**config.mk**
```make
export PLATFORM = sky130hd
export DESIGN_NAME = multicycle_controller_flat
export DESIGN_NICKNAME = d
export VERILOG_FILES = /design/src/rtl/multicycle_controller_if.sv /design/src/rtl/multicycle_controller.sv /design/src/flat_wrapper.sv
export SDC_FILE = /design/constraint.sdc
export NUM_CORES = 1
export LEC_CHECK = 0
export BUFFER_PORTS_ARGS = -buffer_cell sky130_fd_sc_hd__buf_2
export CORE_UTILIZATION = 55
export DETAILED_ROUTE_END_ITERATION = 16
export PLACE_DENSITY_LB_ADDON = 0.2
export SETUP_SLACK_MARGIN = 0.5
export SLEW_MARGIN = 10
export SYNTH_ARGS = -nofsm -noshare
export SYNTH_HDL_FRONTEND = slang
export SYNTH_SLANG_ARGS = --single-unit
```
**constraint.sdc**
```tcl
create_clock -name clk -period 5.1 [get_ports clk]
set_input_delay 0.51 -clock clk [delete_from_list [all_inputs] [get_ports clk]]
set_output_delay 0.51 -clock clk [all_outputs]
set_load 0.02 [all_outputs]
```
**src/rtl/multicycle_controller_if.sv**
```systemverilog
// Memory handshake bundle for multicycle_controller: instruction fetch
// request/ready and data access request/write/ready.
interface multicycle_controller_if;
    logic imem_req;
    logic imem_ready;
    logic dmem_req;
    logic dmem_we;
    logic dmem_ready;

    modport master (
        output imem_req,
        output dmem_req,
        output dmem_we,
        input  imem_ready,
        input  dmem_ready
    );

    modport slave (
        input  imem_req,
        input  dmem_req,
        input  dmem_we,
        output imem_ready,
        output dmem_ready
    );
endinterface

```
**src/rtl/multicycle_controller.sv**
```systemverilog
// Multi-cycle RV32I sequencer: FETCH/DECODE/EXECUTE/MEM/WRITEBACK with a
// wait-cycle timeout on both memory ports.
// Build option: define ILLEGAL_TRAP_EN to send an illegal (zero or
// non-one-hot) instruction type into a terminal TRAP state; otherwise it
// retires as a NOP.
module multicycle_controller #(
    parameter int unsigned MEM_TIMEOUT = 15,
    parameter int unsigned TO_CNT_W    = 4
) (
    input  logic                          clk,
    input  logic                          rst_n,
    input  logic [8:0]                    insn_type,
    input  logic                          branch_taken,
    multicycle_controller_if.master       mem,
    output logic                          ir_we,
    output logic                          pc_we,
    output logic [1:0]                    pc_sel,
    output logic                          alu_a_sel,
    output logic                          alu_b_sel,
    output logic [1:0]                    wb_sel,
    output logic                          reg_we,
    output logic                          retire,
    output logic                          bus_err,
    output logic [2:0]                    state
);
    typedef enum logic [2:0] {
        S_FETCH   = 3'b000,
        S_DECODE  = 3'b001,
        S_EXECUTE = 3'b010,
        S_MEM     = 3'b011,
        S_WB      = 3'b100,
        S_TRAP    = 3'b101
    } state_t;

    // Bit positions inside the one-hot instruction-type vector
    localparam int unsigned T_R     = 0;
    localparam int unsigned T_LW    = 1;
    localparam int unsigned T_JALR  = 3;
    localparam int unsigned T_S     = 4;
    localparam int unsigned T_SB    = 5;
    localparam int unsigned T_AUIPC = 6;
    localparam int unsigned T_LUI   = 7;
    localparam int unsigned T_UJ    = 8;

    state_t               state_q, state_d;
    logic [8:0]           type_q, type_d;
    logic [TO_CNT_W-1:0]  cnt_q, cnt_d;
    // Set for the single FETCH cycle after a timeout so the request drops
    // for one cycle even though the state stays (or returns to) FETCH.
    logic                 drop_q, drop_d;

    logic                 legal;
    logic                 to_limit;
    logic [TO_CNT_W-1:0]  cnt_inc;

    assign legal    = $onehot(type_q);
    assign to_limit = (MEM_TIMEOUT != 0) && (cnt_q == TO_CNT_W'(MEM_TIMEOUT));
    assign cnt_inc  = (MEM_TIMEOUT == 0) ? '0 : cnt_q + TO_CNT_W'(1);
    assign state    = state_q;

    // State, latched instruction type, timeout counter and drop flag
    always_ff @(posedge clk or negedge rst_n) begin
        if (!rst_n) begin
            state_q <= S_FETCH;
            type_q  <= '0;
            cnt_q   <= '0;
            drop_q  <= 1'b0;
        end else begin
            state_q <= state_d;
            type_q  <= type_d;
            cnt_q   <= cnt_d;
            drop_q  <= drop_d;
        end
    end

    // Next-state logic and all control outputs
    always_comb begin
        state_d      = state_q;
        type_d       = type_q;
        cnt_d        = '0;
        drop_d       = 1'b0;
        mem.imem_req = 1'b0;
        mem.dmem_req = 1'b0;
        mem.dmem_we  = 1'b0;
        ir_we        = 1'b0;
        pc_we        = 1'b0;
        pc_sel       = 2'b00;
        alu_a_sel    = 1'b0;
        alu_b_sel    = 1'b0;
        wb_sel       = 2'b00;
        reg_we       = 1'b0;
        retire       = 1'b0;
        bus_err      = 1'b0;

        unique case (state_q)
            S_FETCH: begin
                if (!drop_q) begin
                    mem.imem_req = 1'b1;
                    if (mem.imem_ready) begin
                        ir_we   = 1'b1;
                        state_d = S_DECODE;
                    end else if (to_limit) begin
                        bus_err = 1'b1;
                        drop_d  = 1'b1;
                    end else begin
                        cnt_d = cnt_inc;
                    end
                end
            end
            S_DECODE: begin
                type_d  = insn_type;
                state_d = S_EXECUTE;
            end
            S_EXECUTE: begin
                alu_a_sel = legal & (type_q[T_AUIPC] | type_q[T_UJ]);
                alu_b_sel = legal & ~(type_q[T_R] | type_q[T_SB]);
                if (!legal) begin
`ifdef ILLEGAL_TRAP_EN
                    state_d = S_TRAP;
`else
                    pc_we   = 1'b1;
                    retire  = 1'b1;
                    state_d = S_FETCH;
`endif
                end else if (type_q[T_LW] | type_q[T_S]) begin
                    state_d = S_MEM;
                end else if (type_q[T_SB]) begin
                    pc_we   = 1'b1;
                    pc_sel  = branch_taken ? 2'b01 : 2'b00;
                    retire  = 1'b1;
                    state_d = S_FETCH;
                end else begin
                    state_d = S_WB;
                end
            end
            S_MEM: begin
                mem.dmem_req = 1'b1;
                mem.dmem_we  = type_q[T_S];
                if (mem.dmem_ready) begin
                    if (type_q[T_S]) begin
                        pc_we   = 1'b1;
                        retire  = 1'b1;
                        state_d = S_FETCH;
                    end else begin
                        state_d = S_WB;
                    end
                end else if (to_limit) begin
                    bus_err = 1'b1;
                    drop_d  = 1'b1;
                    state_d = S_FETCH;
                end else begin
                    cnt_d = cnt_inc;
                end
            end
            S_WB: begin
                reg_we  = 1'b1;
                pc_we   = 1'b1;
                retire  = 1'b1;
                state_d = S_FETCH;
                if (type_q[T_JALR])    pc_sel = 2'b10;
                else if (type_q[T_UJ]) pc_sel = 2'b01;
                if (type_q[T_LW])                       wb_sel = 2'b01;
                else if (type_q[T_UJ] | type_q[T_JALR]) wb_sel = 2'b10;
                else if (type_q[T_LUI])                 wb_sel = 2'b11;
            end
            S_TRAP: begin
                state_d = S_TRAP;
            end
            default: begin
                state_d = S_FETCH;
            end
        endcase
    end
endmodule

```
**src/flat_wrapper.sv**
```systemverilog
// flat-port wrapper written by rule: the top's interface ports become plain ports
module multicycle_controller_flat 
#(
    parameter int unsigned MEM_TIMEOUT = 15,
    parameter int unsigned TO_CNT_W    = 4
)
  (clk, rst_n, insn_type, branch_taken, ir_we, pc_we, pc_sel, alu_a_sel, alu_b_sel, wb_sel, reg_we, retire, bus_err, state, mem_imem_req, mem_dmem_req, mem_dmem_we, mem_imem_ready, mem_dmem_ready);
  multicycle_controller_if mem_i ();
  input  logic clk;
  input  logic rst_n;
  input  logic [8:0] insn_type;
  input  logic branch_taken;
  output logic ir_we;
  output logic pc_we;
  output logic [1:0] pc_sel;
  output logic alu_a_sel;
  output logic alu_b_sel;
  output logic [1:0] wb_sel;
  output logic reg_we;
  output logic retire;
  output logic bus_err;
  output logic [2:0] state;
  output wire logic [$bits(mem_i.imem_req)-1:0] mem_imem_req;
  output wire logic [$bits(mem_i.dmem_req)-1:0] mem_dmem_req;
  output wire logic [$bits(mem_i.dmem_we)-1:0] mem_dmem_we;
  input wire logic [$bits(mem_i.imem_ready)-1:0] mem_imem_ready;
  input wire logic [$bits(mem_i.dmem_ready)-1:0] mem_dmem_ready;
  assign mem_imem_req = mem_i.imem_req;
  assign mem_dmem_req = mem_i.dmem_req;
  assign mem_dmem_we = mem_i.dmem_we;
  assign mem_i.imem_ready = mem_imem_ready;
  assign mem_i.dmem_ready = mem_dmem_ready;
  multicycle_controller #(.MEM_TIMEOUT(MEM_TIMEOUT), .TO_CNT_W(TO_CNT_W)) u_core (.clk(clk), .rst_n(rst_n), .insn_type(insn_type), .branch_taken(branch_taken), .mem(mem_i), .ir_we(ir_we), .pc_we(pc_we), .pc_sel(pc_sel), .alu_a_sel(alu_a_sel), .alu_b_sel(alu_b_sel), .wb_sel(wb_sel), .reg_we(reg_we), .retire(retire), .bus_err(bus_err), .state(state));
endmodule
```
# Word level (Yosys, flattened, before mapping)

Cells that the tools add are included.

$add $sub $neg: 9
$mul: 0
Divide/modulo/power cells: 0
$lt $le $gt $ge: 0
Equality and inequality tests: 10
Shift operators: 0
Mux-type cells: 46
Bitwise gates (word level): 7
Reduce and logical (&&, ||, !) cells: 2

Operators by type and width:

| kind                  | count |
|---|---|
| $mux W3               | 8 |
| $mux W1               | 21 |
| $mux W2               | 8 |
| $mux W4               | 4 |
| $pmux W3 S5           | 1 |
| $add A4 B4 Y4         | 3 |
| $add A1 B1 Y2         | 4 |
| $pmux W4 S2           | 1 |
| $eq A3 B2 Y1 const B  | 2 |
| $eq A3 B3 Y1 const B  | 2 |
| $add A4 B1 Y4         | 1 |
| $add A4 B1 Y4 const B | 1 |
| $eq A4 B1 Y1 const B  | 1 |
| $eq A4 B4 Y1 const B  | 1 |
| $ne A2 B2 Y1 const B  | 2 |
| $or A1 B1 Y1          | 4 |
| $pmux W2 S2           | 1 |
| $eq A3 B1 Y1 const B  | 1 |
| $logic_not A3 Y1      | 1 |
| $ne A3 B2 Y1 const B  | 1 |
| $pmux W1 S3           | 1 |
| $reduce_and A3 Y1     | 1 |
| $and A1 B1 Y1         | 2 |
| $pmux W1 S2           | 1 |
| $not A1 Y1            | 1 |

Bits in registers: 17
Latch bits: 0
RAM bits: 0
Bits in read-only memories: 0
Input port bits: 14
Output and inout port bits: 17
Logic and storage cells: 78
Memories: 0

# Longest topological paths before layout

Gate-level depths: netlist of run 1.

Word-level depth: 7
Depth in mapped cells: 11

# Least setup slack after synthesis of run 1

OpenSTA, ideal clock, no wires.

Kind: register to output
Start point: reg u_core.type_q[1]
End point: out alu_b_sel
Data arrival time: 3154 ps
Required time: 4590 ps
Setup slack: 1436 ps
Cell stages (with the launch flop): 11
Path buffers: 0
Cell sequence: dfrtp_1 -> ha_1 -> fa_1 -> inv_1 -> fa_1 -> inv_1 -> ha_1 -> fa_1 -> nor2_1 -> nand3_1 -> nor3_1

Cells in the longest elaborated chain, start to end: 7

RTL lines:

| item                                              | RTL line                     | source |
|---|---|---|
| start, declared                                   | multicycle_controller.sv:46  | `logic [8:0] type_q, type_d;` |
| start signal, assigned                            | multicycle_controller.sv:70  | `type_q <= type_d;` |
| $add A1 B1 Y2 (implied by the code)               | multicycle_controller.sv:56  | `assign legal = $onehot(type_q);` |
| $add A4 B4 Y4 (implied by the code) (2 in series) | multicycle_controller.sv:56  |  |
| $add A4 B1 Y4 (implied by the code)               | multicycle_controller.sv:56  |  |
| $eq A4 B1 Y1                                      | multicycle_controller.sv:56  |  |
| $and A1 B1 Y1                                     | multicycle_controller.sv:116 | `alu_b_sel = legal & ~(type_q[T_R] \| type_q[T_SB]);` |
| $mux W1                                           | multicycle_controller.sv:95  | `unique case (state_q)` |
| end, declared                                     | flat_wrapper.sv:17           | `output logic alu_b_sel;` |

No other way between the ends.

# Worst setup path in the final report of run 1

Start point: reg u_core.type_q[1]
End point: out pc_we

Cells in the longest elaborated chain, start to end: 7
Elaborated cells between the ends (all ways): 9
Classes of those cells: add/sub (4); eq/ne (1); mux (3); bitwise (1)

RTL lines:

| item                                              | RTL line                     | source |
|---|---|---|
| $add A1 B1 Y2 (implied by the code)               | multicycle_controller.sv:56  |  |
| $add A4 B4 Y4 (implied by the code) (2 in series) | multicycle_controller.sv:56  |  |
| $add A4 B1 Y4 (implied by the code)               | multicycle_controller.sv:56  |  |
| $eq A4 B1 Y1                                      | multicycle_controller.sv:56  |  |
| $mux W1 *                                         | multicycle_controller.sv:117 | `if (!legal) begin` |
| $pmux W1 S3 *                                     | multicycle_controller.sv:95  |  |
| end, declared                                     | flat_wrapper.sv:14           | `output logic pc_we;` |

Mark *: on every way between the ends. The rest lies on a longest branch, timed or not.

==> results of run 1 <==
## layout make-up
class / instances / share of cell area
clock buffer: 4 / 0.0203
inverter: 14 / 0.0407
multi-input combinational: 73 / 0.469
sequential: 17 / 0.329
tap: 25 / 0.0242
timing repair buffer: 30 / 0.116
## stage by stage
| stage | instances | util |
|---|---|---|
| after floorplan | 108 | - |
| after detailed placement | 159 | 0.702 |
| after CTS | 163 | 0.717 |
| final | 163 | 0.717 |
| after global routing | 163 | 0.717 |
| after global placement | 159 | 0.702 |
## how the worst max path moves through the flow
stage,start,to,slack [ns],cells past startpoint
final,u_core.type_q[1]$_DFFE_PN0N_,pc_we,1.02,11
after global routing,u_core.type_q[1]$_DFFE_PN0N_,pc_we,0.82,11
after detailed placement,u_core.type_q[1]$_DFFE_PN0N_,pc_we,1.35,11
after global placement,u_core.type_q[1]$_DFFE_PN0N_,alu_b_sel,1.46,11
after CTS,u_core.type_q[1]$_DFFE_PN0N_,pc_we,1.02,11
after floorplan,u_core.type_q[1]$_DFFE_PN0N_,alu_b_sel,1.44,10
## sequential cells by signal (all words and copies together), names as in the netlist
signal,flops
u_core.cnt_q,4
u_core.drop_q,1
u_core.type_q,9
u_core.state,3
## critical path, stage by stage, from the launching register on
cell and delay, ns:
dfrtp_1 0.47, ha_1 0.25, fa_1 0.55, inv_1 0.06, fa_1 0.53, inv_1 0.04, ha_1 0.20, fa_1 0.44
nor2_1 0.21, o311ai_1 0.14, a31o_1 0.24, buf_2 0.16
## placed cells by master, fill, tap and decap left out, drive strengths merged, types with 3 or more instances in the layout
cell type  Yosys  final
nand3          3      3
nor2          10     10
fa             5      5
mux2           7      7
nand3b         3      3
ha             6      6
nand2          6      6
o21ai          3      3
inv           14     14
nor3           7      7
buf            4     30
dfrtp         17     17
clkbuf         0      4
## per-layer routing
layer | vias to the layer above | part of all wire
met5 | - | 0
met4 | 0 | 0.013
li1 | 427 | -
met2 | 38 | 0.47
met3 | 4 | 0.058
met1 | 422 | 0.45
## logic make-up (layout without fill, tap and decap cells)
logic type,Yosys count,after routing
AOI/OAI and AO/OA,11,11
xor gates and xnor gates,3,3
adders and majority gates,11,11
buffers and inverters,18,48
DFF,17,17
muxes,7,7
and+or+nand+nor,41,41
==> out/results.ini, run 1 <==
[outcome]
status=finished clean

[cts]
path_clk_slew_ns=0.10
cts.sinks=17
h-tree-depth=1
post_cts_buffers=0
cts_max_path_buffers=2
hold_buffers=0
cts-root-buf=clkbuf_4
cts_tree=yes
cts_made_buffers=3
ctsResizeCount=0
clk_latency_ns=0.29

[logic_synthesis]
syn_inst=108
synth.distinct_cells=35
synth_edf_count=0
synth_xor_area_frac=0.0237
netlist.area_leader.share=0.384
netlist_top_cells_area=dfrtp_1 38%, fa_1 9.0%, mux2_1 7.1%, ha_1 6.8%, inv_1 4.1%
synth_top_family_by_area=simple AND/OR/NAND/NOR gates
ys_seq_area_frac=0.384
synth-compound-area-share=0.0700
synthArstFlopShare=1.00
synth_nets=133
yosysMostFrequentCell=dfrtp_1
yosys_most_used_dff=dfrtp_1
synth_top_cell_by_area=dfrtp_1
ys_warn_count=0
synth-simple-area-share=0.223
syn_area_per_cell_sq_um=10.3
yosys-top-cells-count=17 x dfrtp_1, 12 x inv_1, 10 x nor2_1
synthMuxAreaShare=0.0711
synth_area_sq_um=1110
synthAdderAreaFrac=0.158
synth.ff_latch_count=17

[drt]
via_per_inst=5.47
dr.pass1.iters=4
wire_per_inst_um=13.9
drt_iter0_markers=30
wl_um=2270
num_vias=891
final_antenna_net_count=0
drcViolationCount=0

[timing]
finClkSkew_ns=0.00536
hold_viol=0
hold_slack_ns=0.130
fin_tns_setup_ns=0
rsz0062_at_grt=no
period_needed_ns=4.08
final_max_slew_viol_count=0
period_share=0.800
fmax_mhz=245
fin_ws_ns=1.02
relSlewSlack=0.477
tightest_slew_ns=0.781
setup_viol=0

[grt]
grt-busiest-layer=met2
grt_pass1_wl_um=3480
gr-usage-met2=0.358
overflow=0
met3_usage=0.0808
grt_usage=0.237
met1_usage=0.310
antenna_found_initial=0
grt_pass1_vias=826
grt_max_degree=18

[setup_path]
r2r_start=u_core.type_q[1]$_DFFE_PN0N_
cp-end-kind=output port
worstPathArrival_ns=3.57
required_ns=4.59
cp_max_fo=7
ff2ff_path_depth=10
startpoint_type=flip-flop
r2r_end=u_core.state[2]$_DFFE_PN0P_
critPathKind=reg -> out
reg2reg_slack_ns=1.91

[placed_design]
gp_congestion=0.918
place_area_sq_um=1260
port_buffers=30
pre_cts_ws_ns=1.35
hpwlAfterDp_um=1770

[floorplanning]
initial_utilization=0.615
die_x_um=46.9
io_pins=31
die_h_um=46.9
rows=15
fp.coreArea_sq_um=1800
dieArea_sq_um=2200

[final_layout]
fin_area_sq_um=1290
nFillCells=157
fin_nets=164
ff_latch_area_sq_um=425
syn2layout_area_growth_pct=16.5
multi_input_area_sq_um=606
diodes=0
drive_above_1_share=0.290

[min_path]
hp-class=in -> async

[run]
maxCapViolCount=0

Power of run 1 is left out: the tool's default activity adds up to more than one toggle a clock period on the data nets, which glitch-free logic cannot reach.
==> inputs of run 2 (changes only) <==
Settings changed: CORE_UTILIZATION 55 to 46.
Clock period 5.1 ns to 3.25 ns, I/O delays scaled along.
==> run 2 against run 1 <==
Net effect: the run now ends with setup timing left; flip-flop and latch count did not move; critical endpoint is now retire; clock skew rose by 0.0013 ns; die area rose by 19%; global-route usage fell by 0.93 points; register-to-register slack got worse by 1.6 ns; via count rose by 5.8%; critical path depth did not move; wire length rose by 8.9%; count of clock-buffer cells in the layout fell by 1; non-clock buffer count rose by 11; sequential share of layout area fell by 4.2 points.
==> out/results.ini, run 2 (same netlist as run 1, synthesis figures left out) <==
[outcome]
status=finished with violations  ; was finished clean
violations=setup timing

[floorplanning]
die_h_um=51.1  ; was 46.9 um
io_pins=31  ; unchanged
die_x_um=51.1  ; was 46.9 um
fp.coreArea_sq_um=2230  ; was 1800 sq um
initial_utilization=0.496  ; was 0.615
rows=17  ; was 15
dieArea_sq_um=2610  ; was 2200 sq um

[grt]
grt_usage=0.228  ; was 0.237
antenna_found_initial=0  ; unchanged
grt_pass1_vias=954  ; was 826
overflow=0  ; unchanged
grt_pass1_wl_um=4240  ; was 3480 um
grt_max_degree=18  ; unchanged

[final_layout]
fin_nets=175  ; was 164
layout_common_cells=25 x buf_2, 16 x dfrtp_1, 11 x buf_4, 10 x inv_1, 8 x nor2_1  ; was 30 x buf_2, 17 x dfrtp_1, 12 x inv_1, 10 x nor2_1, 7 x mux2_1
final_common_cell=buf_2  ; unchanged
finalNonFillerCells=177  ; was 163
top_register=u_core.type_q  ; unchanged
syn2layout_area_growth_pct=34.1  ; was 16.5%
fin_util=0.666  ; was 0.717
drive_above_1_share=0.443  ; was 0.290
largest_reg_flops=9  ; unchanged
diodes=0  ; unchanged

[timing]
fin_ws_ns=-0.344  ; was 1.02 ns
period_share=1.11
setup_viol=5  ; was 0
final_max_slew_viol_count=0  ; unchanged
finClkSkew_ns=0.00668  ; was 0.00536 ns
tightest_slew_ns=0.875  ; was 0.781 ns
fmax_mhz=278
relSlewSlack=0.414  ; was 0.477
period_needed_ns=3.59
hold_viol=0  ; unchanged
rsz0062_at_grt=yes  ; was no

[drt]
dr.pass1.iters=6  ; was 4
num_vias=943  ; was 891
final_antenna_net_count=0  ; unchanged
drt_iter0_markers=16  ; was 30
wl_um=2470  ; was 2270 um
wire_per_inst_um=14.0  ; was 13.9 um
drcViolationCount=0  ; unchanged
via_per_inst=5.33  ; was 5.47

[setup_path]
required_ns=2.92  ; was 4.59 ns
startpoint=u_core.type_q[1]$_DFFE_PN0N_  ; unchanged
critPathKind=reg -> out  ; unchanged
startpoint_type=flip-flop  ; unchanged
r2r_start=u_core.type_q[1]$_DFFE_PN0N_  ; unchanged
cp_max_fo=3  ; was 7
cp-end-kind=output port  ; unchanged
worstPathArrival_ns=3.27  ; was 3.57 ns

[placed_design]
place_inst=170  ; was 159
port_buffers=30  ; unchanged
hpwlAfterDp_um=1980  ; was 1770 um
gp_congestion=0.814  ; was 0.918

[cts]
h-tree-depth=1  ; unchanged
cts-root-buf=clkbuf_4  ; unchanged
cts_made_buffers=3  ; unchanged
cts_max_path_buffers=2  ; unchanged
cts_tree=yes  ; unchanged
cts.sinks=17  ; unchanged
clk_latency_ns=0.29  ; about the same
path_clk_slew_ns=0.11  ; was 0.10 ns

[min_path]
hp-class=in -> reg  ; was in -> async
hold_path.startpoint=insn_type[4]

[run]
maxCapViolCount=0  ; unchanged

[run 2: cell type report]
type                    instances  area (sq um)
inverters                      14          52.6
well taps                      28          35.0
multi-input cells              73           682
clock buffers                   3          22.5
fillers                       192           747
clock inverters                 1          5.00
repair buffers                 41           263
flip-flops and latches         17           427
[run 2: per-stage QoR]
stage	hold WS, ns	worst slack, ns	instance area, sq um	TNS [ns]
after detailed placement	0.269	-0.140	1380	-0.553
after CTS	0.234	-0.373	1440	-1.72
after floorplan	0.0294	-0.0875	1160	-0.165
final	0.240	-0.344	1490	-1.61
after global routing	0.226	-0.457	1490	-2.17
after global placement	0.264	-0.0696	1380	-0.208
[run 2: final timing paths]
kind                                                end  slack [ns]  cells past startpoint
max                                              retire       -0.34                     11
max reg2reg                 u_core.state[2]$_DFFE_PN0P_        0.31                     11
min in group asynchronous   u_core.state[0]$_DFFE_PN0P_        0.47                      2
min                        u_core.type_q[4]$_DFFE_PN0N_        0.24                      3
max in group asynchronous  u_core.type_q[1]$_DFFE_PN0N_        2.48                      2
min reg2reg                   u_core.cnt_q[0]$_DFF_PN0_        0.50                      1
[run 2: per-layer routing]
layer | vias to the layer above | track usage | routed length (um)
met1 | 463 | 0.293 | 1140
met3 | 4 | 0.0417 | 90
met5 | - | 0 | 0
met4 | 0 | 0.125 | 45
li1 | 454 | - | -
met2 | 22 | 0.360 | 1200
[run 2: critical path: stages, from the launching register on]
cell,delay (ns)
dfrtp_2,0.44
ha_4,0.17
fa_1,0.52
inv_1,0.05
fa_1,0.47
inv_1,0.04
ha_2,0.18
fa_1,0.47
nor2_4,0.13
o311ai_2,0.11
a31o_2,0.28
buf_6,0.13
[run 2: repair_timing]
action                                  CTS  global route
endpoints found under the setup margin    8             8
hold buffers                              1             0
resized for setup                         6             8
endpoints found under the hold margin    17             0
setup buffers                             1             1
pin swaps                                 6             1
Power of run 2 is left out for the same reason.
==> inputs of run 3 (changes only) <==
Settings changed: MAX_ROUTING_LAYER set to met4.
Clock period 3.25 ns to 3.05 ns, I/O delays scaled along.
==> run 3 against run 2 <==
Net effect: the run still ends with setup timing left; non-clock buffer count up 2; die area is the same; flip-flop and latch count unchanged; first-iteration DRC count grew 13%; utilization grew 2.1 points; count of clock-buffer cells in the layout unchanged; cell count grew 1.1%; critical path type unchanged; sequential share of layout area decreased by 0.89 points; worst setup slack got worse by 0.26 ns.
==> out/results.ini, run 3 (same netlist as run 1, synthesis figures left out) <==
[run]
maxCapViolCount=0  ; unchanged

[setup_path]
worstPathArrival_ns=3.35  ; was 3.27 ns
startpoint=u_core.type_q[7]$_DFFE_PN0N_  ; was u_core.type_q[1]$_DFFE_PN0N_
r2r_end=u_core.state[2]$_DFFE_PN0P_  ; unchanged
critPathKind=reg -> out  ; unchanged
cp-end-kind=output port  ; unchanged
cp_max_fo=2  ; was 3
r2r_start=u_core.type_q[7]$_DFFE_PN0N_  ; was u_core.type_q[1]$_DFFE_PN0N_
reg2reg_slack_ns=-0.10  ; was 0.31 ns
crit_end=pc_we  ; was retire
required_ns=2.74  ; was 2.92 ns
startpoint_type=flip-flop  ; unchanged
ff2ff_path_depth=13  ; was 11

[timing]
fmax_mhz=274
rsz0062_at_grt=yes  ; unchanged
period_needed_ns=3.65
final_max_slew_viol_count=0  ; unchanged
setup_viol=8  ; was 5
tightest_slew_ns=0.858  ; was 0.875 ns
hold_viol=0  ; unchanged
finClkSkew_ns=0.00799  ; was 0.00668 ns
relSlewSlack=0.425  ; was 0.414
fin_ws_ns=-0.603  ; was -0.344 ns
period_share=1.20

[final_layout]
diodes=0  ; unchanged
syn2layout_area_growth_pct=38.4  ; was 34.1%
fin_nets=177  ; was 175
final_common_cell=buf_2  ; unchanged
largest_reg_flops=9  ; unchanged
fin_area_sq_um=1530  ; was 1490 sq um
drive_above_1_share=0.464  ; was 0.443
layout_common_cells=25 x buf_2, 16 x dfrtp_1, 10 x buf_4, 9 x inv_1, 8 x nor2_1  ; was 25 x buf_2, 16 x dfrtp_1, 11 x buf_4, 10 x inv_1, 8 x nor2_1
finalNonFillerCells=179  ; was 177
top_register=u_core.type_q  ; unchanged

[floorplanning]
fp.coreArea_sq_um=2230  ; unchanged
rows=17  ; unchanged
dieArea_sq_um=2610  ; unchanged
die_h_um=51.1  ; unchanged
initial_utilization=0.496  ; unchanged
die_x_um=51.1  ; unchanged
io_pins=31  ; unchanged

[drt]
wl_um=2720  ; was 2470 um
final_antenna_net_count=0  ; unchanged
drt_iter0_markers=18  ; was 16
num_vias=969  ; was 943
wire_per_inst_um=15.2  ; was 14.0 um
via_per_inst=5.41  ; was 5.33
dr.pass1.iters=4  ; was 6
drcViolationCount=0  ; unchanged

[cts]
cts_tree=yes  ; unchanged
cts_made_buffers=3  ; unchanged
clk_latency_ns=0.31  ; was 0.29 ns
cts.sinks=17  ; unchanged
cts_max_path_buffers=2  ; unchanged
h-tree-depth=1  ; unchanged
path_clk_slew_ns=0.11  ; about the same
cts-root-buf=clkbuf_4  ; unchanged

[outcome]
status=finished with violations  ; unchanged
violations=setup timing  ; unchanged

[grt]
grt_pass1_wl_um=4560  ; was 4240 um
overflow=0  ; unchanged
grt_pass1_vias=1010  ; was 954
grt_max_degree=18  ; unchanged
antenna_found_initial=0  ; unchanged
grt_usage=0.255  ; was 0.228

[min_path]
hp-class=in -> reg  ; unchanged

[placed_design]
gp_congestion=0.805  ; was 0.814
port_buffers=30  ; unchanged
place_inst=171  ; was 170
place_area_sq_um=1380  ; about the same
hpwlAfterDp_um=1960  ; was 1980 um
pre_cts_ws_ns=-0.359  ; was -0.140 ns

## run 3: what timing repair did
action | 4_1_cts | 5_1_grt
pin swaps | 6 | 1
endpoints found under the hold margin | 17 | 0
gates cloned | 0 | 0
hold buffers | 1 | 0
gates resized for setup | 16 | 3
setup endpoints to repair | 8 | 8
buffers inserted | 2 | 1
## run 3: worst min path at each step
stage,cells after the start,to,startpoint,slack [ns]
after floorplan,0,u_core.cnt_q[0]$_DFF_PN0_,rst_n,0.009
after detailed placement,1,u_core.state[1]$_DFFE_PN0P_,rst_n,0.26
after global routing,2,u_core.type_q[3]$_DFFE_PN0N_,insn_type[3],0.21
final,3,u_core.type_q[5]$_DFFE_PN0N_,insn_type[5],0.21
after CTS,3,u_core.type_q[5]$_DFFE_PN0N_,insn_type[5],0.20
after global placement,1,u_core.state[0]$_DFFE_PN0P_,rst_n,0.24
## run 3: per-stage QoR
step            util  setup TNS, ns  hold slack [ns]
2_1_floorplan      -         -0.947          0.00941
3_3_place_gp   0.620          -1.12            0.242
3_5_place_dp   0.620          -1.61            0.255
4_1_cts        0.676          -2.90            0.201
5_1_grt        0.687          -3.94            0.209
6_report       0.687          -3.10            0.206
## run 3: critical path, cell delays in order (launching register included)
cell and delay, ns:
dfrtp_1 0.40, ha_1 0.29, inv_2 0.04, fa_2 0.57, inv_2 0.04, fa_2 0.37, ha_4 0.17, fa_1 0.48
nor2_4 0.15, o311ai_2 0.11, a31o_2 0.29, buf_6 0.13
## run 3: routing by layer
layer,vias up,routed length [um],GRT usage
met4,0,70,0.157
met2,28,1390,0.397
met1,474,1160,0.293
met5,-,0,-
li1,457,-,-
met3,10,101,0.0655
## run 3: final cells by class
cell class	instances	area, sq um
clock buffers	3	22.5
clock inverters	1	5.00
fillers	184	699
inverters	14	52.6
multi-input cells	73	694
flip-flops and latches	17	427
well taps	28	35.0
repair buffers	43	298
Power of run 3 is left out for the same reason.
